File: src/rtl/accel_stall_ctrl_if.sv
// accel_stall_ctrl_if
//   Bundles the issue/done/stall signals between decode, the long-latency
//   accelerators and the stall controller. CLK and RST stay plain ports.
//   master : decode/accelerator side (drives issue, dstall, done, limit, clear)
//   slave  : accel_stall_ctrl side (drives start pulses, stalls, busy, error)
interface accel_stall_ctrl_if #(
    parameter int CNT_BITS = 16
);
    logic                issue_valid;
    logic [1:0]          issue_sel;      // 0 NTT, 1 PWAM, 2 MUL, 3 KECCAK
    logic                dstall;
    logic [3:0]          acc_done;       // indexed like issue_sel
    logic [CNT_BITS-1:0] timeout_limit;  // 0 disables the timeout
    logic                err_clr;

    logic [3:0]          acc_start;
    logic                ntt_stall;
    logic                pwam_stall;
    logic                mulstall;
    logic                keccak_stall;
    logic                stall_out;
    logic                busy;
    logic                timeout_err;

    modport master (
        output issue_valid, issue_sel, dstall, acc_done, timeout_limit, err_clr,
        input  acc_start, ntt_stall, pwam_stall, mulstall, keccak_stall,
               stall_out, busy, timeout_err
    );

    modport slave (
        input  issue_valid, issue_sel, dstall, acc_done, timeout_limit, err_clr,
        output acc_start, ntt_stall, pwam_stall, mulstall, keccak_stall,
               stall_out, busy, timeout_err
    );
endinterface

File: src/rtl/accel_stall_ctrl.sv
// accel_stall_ctrl
//   Launches one long-latency accelerator at a time and holds that unit's
//   pipeline-register stall line until it reports done, or aborts with a
//   sticky timeout error after timeout_limit WAIT cycles.
// Ports:
//   CLK  : rising-edge clock
//   RST  : synchronous active-high reset; forces every output to 0 while high
//   bus  : accel_stall_ctrl_if.slave (issue/done/limit/clear in,
//          start pulses/unit stalls/stall_out/busy/timeout_err out)
// CNT_BITS must match the CNT_BITS of the connected interface.
module accel_stall_ctrl #(
    parameter int CNT_BITS = 16
) (
    input  logic                  CLK,
    input  logic                  RST,
    accel_stall_ctrl_if.slave     bus
);

    typedef enum logic [1:0] {
        IDLE  = 2'd0,
        START = 2'd1,
        WAIT  = 2'd2,
        DRAIN = 2'd3
    } state_t;

    state_t              state;
    logic [1:0]          sel_q;
    logic [CNT_BITS-1:0] cnt;
    logic [CNT_BITS-1:0] cnt_inc;
    logic [3:0]          acc_start_q;
    logic                busy_q;
    logic                timeout_err_q;
    logic                done_sel;
    logic                timeout_hit;
    logic [3:0]          unit_stall;

    // Saturating increment: the counter parks at all-ones instead of wrapping.
    assign cnt_inc  = (&cnt) ? cnt : cnt + CNT_BITS'(1);

    assign done_sel = bus.acc_done[sel_q];

    // Done takes priority over a timeout reached in the same WAIT cycle.
    assign timeout_hit = (state == WAIT) && !done_sel &&
                         (bus.timeout_limit != '0) && (cnt == bus.timeout_limit);

    // NOTE: state registers use non-blocking assignments so every flop samples
    // pre-edge values regardless of statement order.
    always_ff @(posedge CLK) begin
        if (RST) begin
            state         <= IDLE;
            sel_q         <= 2'd0;
            cnt           <= '0;
            acc_start_q   <= 4'b0000;
            busy_q        <= 1'b0;
            timeout_err_q <= 1'b0;
        end else begin
            acc_start_q <= 4'b0000;

            // Setting the sticky error beats a simultaneous clear.
            if (timeout_hit) begin
                timeout_err_q <= 1'b1;
            end else if (bus.err_clr) begin
                timeout_err_q <= 1'b0;
            end

            unique case (state)
                IDLE: begin
                    // With dstall high the issue waits here; the unit stall
                    // keeps the instruction parked in decode meanwhile.
                    if (bus.issue_valid && !bus.dstall) begin
                        sel_q       <= bus.issue_sel;
                        cnt         <= '0;
                        acc_start_q <= 4'b0001 << bus.issue_sel;
                        busy_q      <= 1'b1;
                        state       <= START;
                    end
                end
                START: begin
                    // Counting from START makes the counter read 1 in the
                    // first WAIT cycle.
                    cnt   <= cnt_inc;
                    state <= WAIT;
                end
                WAIT: begin
                    cnt <= cnt_inc;
                    if (done_sel || timeout_hit) begin
                        state <= DRAIN;
                    end
                end
                DRAIN: begin
                    busy_q <= 1'b0;
                    state  <= IDLE;
                end
                default: state <= IDLE;
            endcase
        end
    end

    // NOTE: unit_stall gets a default before any branch so no path leaves it
    // unassigned, which would otherwise infer a latch.
    always_comb begin
        unit_stall = 4'b0000;
        if (!RST) begin
            unique case (state)
                IDLE:        if (bus.issue_valid) unit_stall = 4'b0001 << bus.issue_sel;
                START, WAIT: unit_stall = 4'b0001 << sel_q;
                default:     unit_stall = 4'b0000;
            endcase
        end
    end

    assign bus.ntt_stall    = unit_stall[0];
    assign bus.pwam_stall   = unit_stall[1];
    assign bus.mulstall     = unit_stall[2];
    assign bus.keccak_stall = unit_stall[3];

    // Registered outputs are also gated so that nothing leaks during the
    // reset cycle itself (e.g. reset asserted while in START).
    assign bus.stall_out   = !RST && (bus.dstall || (|unit_stall));
    assign bus.acc_start   = RST ? 4'b0000 : acc_start_q;
    assign bus.busy        = busy_q && !RST;
    assign bus.timeout_err = timeout_err_q && !RST;

endmodule

File: src/flat_wrapper.sv
// flat-port wrapper written by rule: the top's interface ports become plain ports
module accel_stall_ctrl_flat 
#(
    parameter int CNT_BITS = 16
)
  (CLK, RST, bus_issue_valid, bus_issue_sel, bus_dstall, bus_acc_done, bus_timeout_limit, bus_err_clr, bus_acc_start, bus_ntt_stall, bus_pwam_stall, bus_mulstall, bus_keccak_stall, bus_stall_out, bus_busy, bus_timeout_err);
  accel_stall_ctrl_if #(.CNT_BITS(CNT_BITS)) bus_i ();
  input  logic CLK;
  input  logic RST;
  input wire logic [$bits(bus_i.issue_valid)-1:0] bus_issue_valid;
  input wire logic [$bits(bus_i.issue_sel)-1:0] bus_issue_sel;
  input wire logic [$bits(bus_i.dstall)-1:0] bus_dstall;
  input wire logic [$bits(bus_i.acc_done)-1:0] bus_acc_done;
  input wire logic [$bits(bus_i.timeout_limit)-1:0] bus_timeout_limit;
  input wire logic [$bits(bus_i.err_clr)-1:0] bus_err_clr;
  output wire logic [$bits(bus_i.acc_start)-1:0] bus_acc_start;
  output wire logic [$bits(bus_i.ntt_stall)-1:0] bus_ntt_stall;
  output wire logic [$bits(bus_i.pwam_stall)-1:0] bus_pwam_stall;
  output wire logic [$bits(bus_i.mulstall)-1:0] bus_mulstall;
  output wire logic [$bits(bus_i.keccak_stall)-1:0] bus_keccak_stall;
  output wire logic [$bits(bus_i.stall_out)-1:0] bus_stall_out;
  output wire logic [$bits(bus_i.busy)-1:0] bus_busy;
  output wire logic [$bits(bus_i.timeout_err)-1:0] bus_timeout_err;
  assign bus_i.issue_valid = bus_issue_valid;
  assign bus_i.issue_sel = bus_issue_sel;
  assign bus_i.dstall = bus_dstall;
  assign bus_i.acc_done = bus_acc_done;
  assign bus_i.timeout_limit = bus_timeout_limit;
  assign bus_i.err_clr = bus_err_clr;
  assign bus_acc_start = bus_i.acc_start;
  assign bus_ntt_stall = bus_i.ntt_stall;
  assign bus_pwam_stall = bus_i.pwam_stall;
  assign bus_mulstall = bus_i.mulstall;
  assign bus_keccak_stall = bus_i.keccak_stall;
  assign bus_stall_out = bus_i.stall_out;
  assign bus_busy = bus_i.busy;
  assign bus_timeout_err = bus_i.timeout_err;
  accel_stall_ctrl #(.CNT_BITS(CNT_BITS)) u_core (.CLK(CLK), .RST(RST), .bus(bus_i));
endmodule
File: config.mk
export PLATFORM = sky130hd
export DESIGN_NAME = accel_stall_ctrl_flat
export DESIGN_NICKNAME = d
export VERILOG_FILES = /design/src/rtl/accel_stall_ctrl_if.sv /design/src/rtl/accel_stall_ctrl.sv /design/src/flat_wrapper.sv
export SDC_FILE = /design/constraint.sdc
export NUM_CORES = 1
export LEC_CHECK = 0
export BUFFER_PORTS_ARGS = -buffer_cell sky130_fd_sc_hd__buf_4
export CAP_MARGIN = 10
export CORE_UTILIZATION = 60
export CTS_BUF_LIST = sky130_fd_sc_hd__clkbuf_8
export DETAILED_ROUTE_END_ITERATION = 12
export PLACE_DENSITY = 0.88
export SKIP_LAST_GASP = 1
export SLEW_MARGIN = 20
export SYNTH_ARGS = -nofsm -noshare
export SYNTH_HDL_FRONTEND = slang
export SYNTH_SLANG_ARGS = --single-unit
File: constraint.sdc
create_clock -name CLK -period 3.6 [get_ports CLK]
set_input_delay 0.54 -clock CLK [delete_from_list [all_inputs] [get_ports CLK]]
set_output_delay 0.54 -clock CLK [all_outputs]
set_load 0.005 [all_outputs]
---- After elaboration in Yosys (flattened, before gate mapping) ----
Index checks and enable logic that the tools add are counted.
operators by class
  add/sub/neg operators ................... 1
  magnitude comparators ................... 1
  eq/ne operators ......................... 7
  shifts and indexed selects .............. 2
  mux-type cells .......................... 16
  bitwise operators ....................... 2
  reductions and logical operators ........ 25
operators by type and width
  cell                                                                   number
  16-bit 2-to-1 mux                                                      2
  16-bit case mux with 2 select lines                                    1
  16-bit by 1-bit adder with 16-bit output, second input constant        1
  16-bit equality test                                                   1
  16-bit AND reduction                                                   1
  16-bit nonzero test                                                    1
  4-bit 2-to-1 mux                                                       3
  2-bit case mux with 4 select lines                                     1
  4-bit case mux with 2 select lines                                     1
  1-bit by 2-bit left shift with 4-bit output, first input constant      2
  1-bit logical AND                                                      7
  2-bit AND reduction                                                    3
  2-bit nonzero test                                                     3
  2-bit equality test, second input constant                             2
  1-bit 2-to-1 mux                                                       4
  2-bit 2-to-1 mux                                                       2
  2-bit != test, second input constant                                   2
  4-bit OR reduction                                                     1
  1-bit zero test                                                        3
  2-bit by 3-bit < comparator with 1-bit output, second input constant   1
  3-bit AND reduction                                                    1
  3-bit OR reduction                                                     1
  1-bit binary-select mux with 2-bit select                              1
  2-bit by 1-bit equality test with 1-bit output, second input constant  1
  other kinds (6)                                                        8
word-level totals
  register bits ........................... 26
  input port bits ......................... 27
  word-level logic and storage cells ...... 60

---- Longest topological paths before layout ----
Gate-level depths: netlist (run 1).
  depth after elaboration ................. 9
  depth in mapped cells ................... 8
  depth with buffers taken out ............ 7

---- Worst setup path before layout (run 1) ----
Ideal clock, no wire load.
  path kind ............................... register -> output
  start ................................... register u_core.state[1]
  end ..................................... output bus_stall_out
  arrival ................................. 1.430 ns
  data required time ...................... 3.060 ns
  setup slack ............................. 1.630 ns
  stages on the path, launching flop included .. 8
  path through ............................ dfxtp_1 -> inv_1 -> ha_1 -> nor2b_1 -> a32oi_1 -> nor3_1 -> nor2_1 -> a21oi_1
on the way
  word-level cells in the longest chain between the ends .. 7
  elaborated cells between the ends (all ways) .. 9
RTL lines
  item                                                                                          RTL line                 source
  start, declared                                                                               accel_stall_ctrl.sv:26   state_t state;
  start signal, assigned                                                                        accel_stall_ctrl.sv:50   state <= IDLE;
  start signal, assigned                                                                        accel_stall_ctrl.sv:75   state <= START;
  start signal, assigned                                                                        accel_stall_ctrl.sv:82   state <= WAIT;
  2-bit by 1-bit equality test with 1-bit output / 2-bit equality test (equally long branches)  accel_stall_ctrl.sv:104  unique case (state)
  2-bit OR reduction (no source line)                                                           n/a
  4-bit case mux with 2 select lines *                                                          accel_stall_ctrl.sv:104
  4-bit 2-to-1 mux *                                                                            accel_stall_ctrl.sv:103  if (!RST) begin
  via bus_mulstall                                                                              flat_wrapper.sv:19       output wire logic [$bits(bus_i.mulstall)-1:0] bus_mulstall;
  4-bit OR reduction *                                                                          accel_stall_ctrl.sv:119  assign bus.stall_out = !RST && (bus.dstall || (|unit_stall));
  1-bit logical OR *                                                                            accel_stall_ctrl.sv:119
  1-bit logical AND *                                                                           accel_stall_ctrl.sv:119
  end, declared                                                                                 flat_wrapper.sv:21       output wire logic [$bits(bus_i.stall_out)-1:0] bus_stall_out;
Mark *: on every way through the listed nets, which the timed path passes. The rest lies on a longest branch.

---- Worst setup path in the final report (run 1) ----
  start ................................... register u_core.state[0]
  end ..................................... output bus_stall_out
on the way
  word-level cells in the longest chain between the ends .. 7
  elaborated cells between the ends (all ways) .. 9
RTL lines
  item                                                                                          RTL line
  2-bit by 1-bit equality test with 1-bit output / 2-bit equality test (equally long branches)  accel_stall_ctrl.sv:104
  2-bit OR reduction (no source line)                                                           n/a
  4-bit case mux with 2 select lines *                                                          accel_stall_ctrl.sv:104
  4-bit 2-to-1 mux *                                                                            accel_stall_ctrl.sv:103
  4-bit OR reduction *                                                                          accel_stall_ctrl.sv:119
  1-bit logical OR *                                                                            accel_stall_ctrl.sv:119
  1-bit logical AND *                                                                           accel_stall_ctrl.sv:119
Every way passes the cells marked *; elsewhere a longest branch is shown, timed or not.

==> results of run 1 <==
[routing by layer]
layer / vias to the layer above / track usage, % / share of wire [%]
met2: 76 / 56.9 / 52
li1: 781 / - / -
met1: 771 / 34.3 / 42
met5: - / 0 / 0
met4: 0 / 7.26 / 1.7
met3: 14 / 2.78 / 4.8
[cell families (layout without fill, tap and decap cells)]
logic type	after synthesis	count (layout)	share of synthesized area [%]
AO/OA/AOI/OAI	37	37	15.5
flip-flops	26	26	31.5
AND/OR/NAND/NOR	94	94	33.8
multiplexers	3	3	2.58
buffers and inverters	10	46	2.27
adder cells (fa/ha/maj)	5	5	3.79
XOR/XNOR	20	20	10.6
[worst max path at each step]
stage | startpoint | end | slack, ns
3_5_place_dp | u_core.state[0] | bus_stall_out | 1.32
2_1_floorplan | u_core.state[1] | bus_stall_out | 1.63
4_1_cts | u_core.state[0] | bus_stall_out | 1.02
3_3_place_gp | u_core.state[0] | bus_stall_out | 1.54
6_report | u_core.state[0] | bus_stall_out | 0.95
5_1_grt | u_core.state[1] | bus_stall_out | 0.84
[stage by stage]
step	utilization [%]	instance area, um^2	instances	hold WS, ns	power (W)
4_1_cts	79.4	2020	261	0.480	0.000930
3_5_place_dp	76.5	1950	257	0.464	0.000691
3_3_place_gp	76.5	1950	257	0.452	0.000666
6_report	79.4	2020	261	0.471	0.000932
2_1_floorplan	-	1650	195	0.441	0.000582
5_1_grt	79.4	2020	261	0.499	0.000979
[worst reg2reg max path: stages (launching register included)]
cell	delay, ns
dfxtp_1	0.41
inv_1	0.11
ha_1	0.29
nand3b_2	0.19
nor2_1	0.07
or2_1	0.42
or4_1	0.57
nand2_1	0.09
[cells in the final DEF (no fill, tap or decap), drive strengths merged]
cell type,netlist,final
or4,5,5
and4b,1,1
nand2b,4,4
nand2,15,15
clkbuf,5,3
or3,6,6
and2,1,1
and4,2,2
nor4b,2,2
mux2i,2,2
nand4,5,5
o31ai,3,3
nand3,10,10
xor2,9,9
o211ai,4,4
a21oi,16,16
ha,5,5
nor2,13,13
o311ai,1,1
nor4,8,8
nor3,2,2
xnor2,11,11
dfxtp,26,26
buf,0,37
inv,5,5
mux4,1,1
bufinv,0,1
and3b,2,2
nand3b,1,1
o22ai,2,2
o21a,2,2
or2,3,3
a31o,1,1
a21boi,1,1
a32oi,1,1
o21ai,6,6
and3,3,3
nor2b,11,11
[state kept, by name, indices dropped and copies added (netlist names)]
register and count:
u_core.timeout_err_q 1, u_core.sel_q 2, u_core.acc_start_q 4, u_core.state 2
u_core.cnt 16, u_core.busy_q 1
[power breakdown]
group / switching, W / leakage, nW / total [W] / internal (W)
Clock: 0.0000916 / 0.0357 / 0.000240 / 0.000149
Combinational: 0.000199 / 0.538 / 0.000355 / 0.000155
Sequential: 0.0000275 / 0.210 / 0.000337 / 0.000310
Total: 0.000318 / 0.784 / 0.000932 / 0.000614
[final cells by class]
class	count	area (um^2)	area share, %
clock buffer	3	41.3	2.04
sequential	26	520	25.8
clock inverter	1	30.0	1.49
multi-input combinational	159	1090	54.2
timing repair buffer	37	278	13.8
inverter	5	18.8	0.929
tap	30	37.5	1.86
[synth_stat cells]
cell type and count:
nand3_1 8, and3b_2 1, a21boi_0 1, o311ai_4 1, a31o_2 1, nand3_2 1
nor2_1 13, and4_4 1, nand2b_1 4, o211ai_1 4, or2_2 1, nand4_1 5
or2_1 1, dfxtp_1 26, o31ai_1 2, and4_1 1, o21a_1 2, nor4_1 8
clkbuf_1 5, and3b_1 1, nand2_1 15, a21oi_1 16, or3_1 6, ha_1 5
mux2i_1 2, nor3_1 2, and3_2 1, o22ai_1 2, and4b_1 1, nor4b_1 2
xor2_1 9, and2_1 1, o21ai_0 6, nand3_4 1, inv_1 5, nor2b_1 11
xnor2_1 11, o31ai_4 1, a32oi_1 1, or2_4 1, mux4_2 1, and3_1 2
nand3b_2 1, or4_1 5
==> summary.md, run 1 <==
| Metric | Value |
|---|---|
| Status | `complete, no violations` |
| Worst setup path class | `reg2out` |
| Sequential area share after synthesis | `31.5%` |
| TritonCTS clock tree | `done` |
| Pleak | `0.784 nW` |
| Sum Neg Setup Slack | `0 ns` |
| Worst setup EP type | `output port` |
| Wirelength, routed | `4130 um` |
| Post-synth cell types | `44` |
| Worst hold start | `u_core.timeout_err_q` |
| Crit-path max cell delay | `0.41 ns` |
| Synthesized area | `1650 um^2` |
| Hold Path Sink | `u_core.timeout_err_q` |
| Top Family by Delay on Critical Path | `simple AND/OR/NAND/NOR gates` |
| Final setup viols | `0` |
| Root Buffer | `clkbuf_8` |
| Min setup slack post-route | `0.949 ns` |
| Required time worst endpoint | `3.06 ns` |
| Hold Buf Count CTS | `0` |
| Final Max Slew Viols | `0` |
| Vias in the first global route | `1484` |
| Synth area leaders | `dfxtp_1, xnor2_1, a21oi_1` |
| Worst-margin pin slew | `0.561 ns` |
| Buf/Inv on CP | `2` |
| DP Wirelength | `3160 um` |
| Gr usage total | `29.5%` |
| DP Worst Slack | `1.32 ns` |
| Vias | `1642` |
| Clk buf depth | `2` |
| Post-route ant nets | `0` |
| Grt ovf | `0` |
| Residual DRC | `0` |
| Die H | `54.5 um` |
| Share of cells above drive strength 1 | `22.9%` |
| FF+latch count, synth | `26` |
| Slew headroom | `62.6%` |
| Core Box Area | `2540 um^2` |
| Worst-path clk slew | `0.09 ns` |
| Max Fclk | `377 MHz` |
| Clock sink count | `26` |
| Layout area overhead | `22.3%` |
| Slowest stage cell, crit path | `dfxtp_1` |
| Reg2Reg Depth | `7` |
| Die width | `54.5 um` |
| PortBufs | `37` |
| Cells after Synth | `195` |
| Min Tclk post-route | `2.65 ns` |
| WHS Path Cells | `2` |
| MaxCap Viol Count | `0` |
| Routed vias/inst | `6.29` |
| IO Count | `38` |
| Initial Util | `64.9%` |
| Top cell type's share of synthesized area | `31.5%` |
| Pin count of the biggest net entering global routing | `23` |
| Largest area contributor in the netlist | `dfxtp_1` |
| Ys Warns | `0` |
| NumNets Final | `264` |
| Power Dens Cells | `462 nW/um^2` |
| Final worst-path cycle share | `73.6%` |
| Final RePlAce weighted congestion | `0.911` |
| Worst-path fanout max | `7` |
| Crit path cell chain | `inv_1, ha_1, nor2b_1, a32oi_1, nor3_1, nor2_1, a21oi_1, buf_4` |
| Final Hold Viols | `0` |
| First-pass GRT wire length | `6380 um` |
| ANT cells | `0` |
| DR iter-0 viols | `52` |
| # rows | `18` |
| Die ar. | `2970 um^2` |
| Initial antenna violation count | `0` |
| Max H-tree Level | `1` |
| Worst R2R Start | `u_core.state[0]` |
| Latest clock arrival within the worst-skew pair | `0.27 ns` |
| Worst Path Arrival | `2.11 ns` |
| Fillers | `196` |
| Clock Skew | `0.00409 ns` |
| Startpoint Class | `flip-flop` |
| RSZ-0062 raised after global routing | `no` |
| Worst hold path type | `reg2reg` |
| Wire per inst | `15.8 um` |
| Reg2Reg Capture Point | `u_core.cnt[8]` |
| Synthesized area per cell | `8.47 um^2` |
| Critical path depth | `8` |
| Pre-Repair DR Iteration Count | `5` |
| # Post-CTS Setup Buffers | `0` |
| Clock buffer count from CTS | `3` |
| Syn nets | `227` |
| Setup slack, reg-to-reg | `1.39 ns` |
| PostCTS Resize Cnt | `0` |
| VDD IR max | `0.430 mV` |
Power figures use the tool's default switching activity.
==> run 2, diff against run 1 <==
- CORE_UTILIZATION: 60 -> 56
- PLACE_DENSITY: 0.88 -> 0.82
- clock period: 3.6 -> 2.5 ns (I/O delays scaled with it)
==> summary.md, run 2 (same netlist as run 1, synthesis figures left out) <==
| Metric | Value |
|---|---|
| Status | `complete, no violations` |
| Final worst-path cycle share | `93.6%` |
| # rows | `19` |
| Fillers | `219` |
| Worst setup EP type | `output port` |
| Startpoint Class | `flip-flop` |
| First-pass GRT wire length | `7020 um` |
| Layout area overhead | `22.8%` |
| Worst Path Arrival | `1.96 ns` |
| Gr usage total | `27.8%` |
| Vias | `1590` |
| Die ar. | `3170 um^2` |
| Largest register FFs | `16` |
| Slew headroom | `69.4%` |
| Clk buf depth | `2` |
| Root Buffer | `clkbuf_8` |
| Biggest regs | `u_core.cnt (16), u_core.acc_start_q (4)` |
| Post-route ant nets | `0` |
| Worst-path fanout max | `7` |
| Initial Util | `59.4%` |
| Clock Skew | `0.00212 ns` |
| Power Dens Cells | `661 nW/um^2` |
| Commonest non-fill, non-tap cell in the layout | `buf_4` |
| NumNets Final | `265` |
| Final Hold Viols | `0` |
| Pleak | `0.789 nW` |
| ANT cells | `0` |
| Crit path from | `u_core.state[1]` |
| Clock buffer count from CTS | `3` |
| # Post-CTS Setup Buffers | `0` |
| MaxCap Viol Count | `0` |
| Pre-Repair DR Iteration Count | `4` |
| Required time worst endpoint | `2.12 ns` |
| Clock sink count | `26` |
| VDD IR max | `0.725 mV` |
| Wirelength, routed | `3990 um` |
| Final Max Slew Viols | `0` |
| DR iter-0 viols | `71` |
| Critical path destination | `bus_stall_out` |
| IO Count | `38` |
| Hold Buf Count CTS | `0` |
| Sum Neg Setup Slack | `0 ns` |
| Reg2Reg Depth | `7` |
| Reg2Reg Capture Point | `u_core.cnt[15]` |
| Wire per inst | `15.2 um` |
| Final RePlAce weighted congestion | `0.895` |
| Die H | `56.3 um` |
| Worst R2R Start | `u_core.state[1]` |
| Worst-path clk slew | `0.09 ns` |
| DP Wirelength | `3110 um` |
| TritonCTS clock tree | `done` |
| Residual DRC | `0` |
| PortBufs | `37` |
| Count of non-filler cells in the finished layout | `263` |
| Pin count of the biggest net entering global routing | `23` |
| Worst hold path type | `in2reg` |
| Worst-margin pin slew | `0.458 ns` |
| Grt ovf | `0` |
| Routed vias/inst | `6.05` |
| RSZ-0062 raised after global routing | `no` |
| Setup slack, reg-to-reg | `0.40 ns` |
| Power Total | `0.00134 W` |
| DP Worst Slack | `0.447 ns` |
| Core Box Area | `2780 um^2` |
| Final setup viols | `0` |
| PostCTS Resize Cnt | `0` |
| Max H-tree Level | `1` |
| Min setup slack post-route | `0.161 ns` |
| Commonest cells after routing, fill and taps aside | `buf_4, dfxtp_1, a21oi_1` |
| Latest clock arrival within the worst-skew pair | `0.27 ns` |
| Min Tclk post-route | `2.34 ns` |
| Placed cell count | `259` |
| Max Fclk | `427 MHz` |
| Die width | `56.3 um` |
| Biggest register | `u_core.cnt` |
| Worst setup path class | `reg2out` |
| Share of cells above drive strength 1 | `23.3%` |
| Initial antenna violation count | `0` |
| Vias in the first global route | `1616` |
[run 2: changes by cell type in the layout (fill, tap and decap cells not counted), sizes merged]
cell / delta
buf: +1
[run 2: through the flow]
| stage | utilization, % | cell area [um^2] | hold slack, ns |
|---|---|---|---|
| after global placement | 70.4 | 1960 | 0.452 |
| after CTS | 72.9 | 2030 | 0.321 |
| after global routing | 72.9 | 2030 | 0.323 |
| after floorplan | - | 1650 | 0.441 |
| after detailed placement | 70.4 | 1960 | 0.464 |
| final | 72.9 | 2030 | 0.322 |
[run 2: cell type report]
cell class                      instances  area [um^2]  share of cell area, %
Clock buffer                            3         41.3                   2.04
Clock inverter                          1         30.0                   1.48
Inverter                                5         18.8                  0.925
Multi-Input combinational cell        159         1090                   53.9
Sequential cell                        26          520                   25.7
Tap cell                               31         38.8                   1.91
Timing Repair Buffer                   38          285                   14.1
[run 2: per-layer routing]
layer / GRT usage, % / up-vias / part of all wire (%)
met2: 49.3 / 60 / 49
met3: 4.38 / 14 / 4.7
met5: 0 / - / 0
met1: 32.8 / 731 / 43
met4: 12.9 / 0 / 3.0
li1: - / 785 / -
[run 2: critical path: stages (launching register included)]
cell and delay, ns:
dfxtp_1 0.39, inv_1 0.08, ha_1 0.40, nor2b_1 0.20, a32oi_1 0.07, nor3_1 0.23
nor2_1 0.08, a21oi_1 0.12, buf_4 0.12
[run 2: how the worst min path moves through the flow]
stage | cells after the start | endpoint | slack [ns] | startpoint
4_1_cts | 2 | u_core.acc_start_q[0] | 0.32 | bus_issue_sel[0]
2_1_floorplan | 2 | u_core.timeout_err_q | 0.44 | u_core.timeout_err_q
3_5_place_dp | 2 | u_core.timeout_err_q | 0.46 | u_core.timeout_err_q
6_report | 2 | u_core.acc_start_q[0] | 0.32 | bus_issue_sel[0]
3_3_place_gp | 2 | u_core.timeout_err_q | 0.45 | u_core.timeout_err_q
5_1_grt | 2 | u_core.acc_start_q[0] | 0.32 | bus_issue_sel[0]
[run 2: report_power, final]
part,switching [W],internal [W]
clock,0.000140,0.000214
combinational,0.000278,0.000227
sequential,0.0000362,0.000446
total,0.000454,0.000887
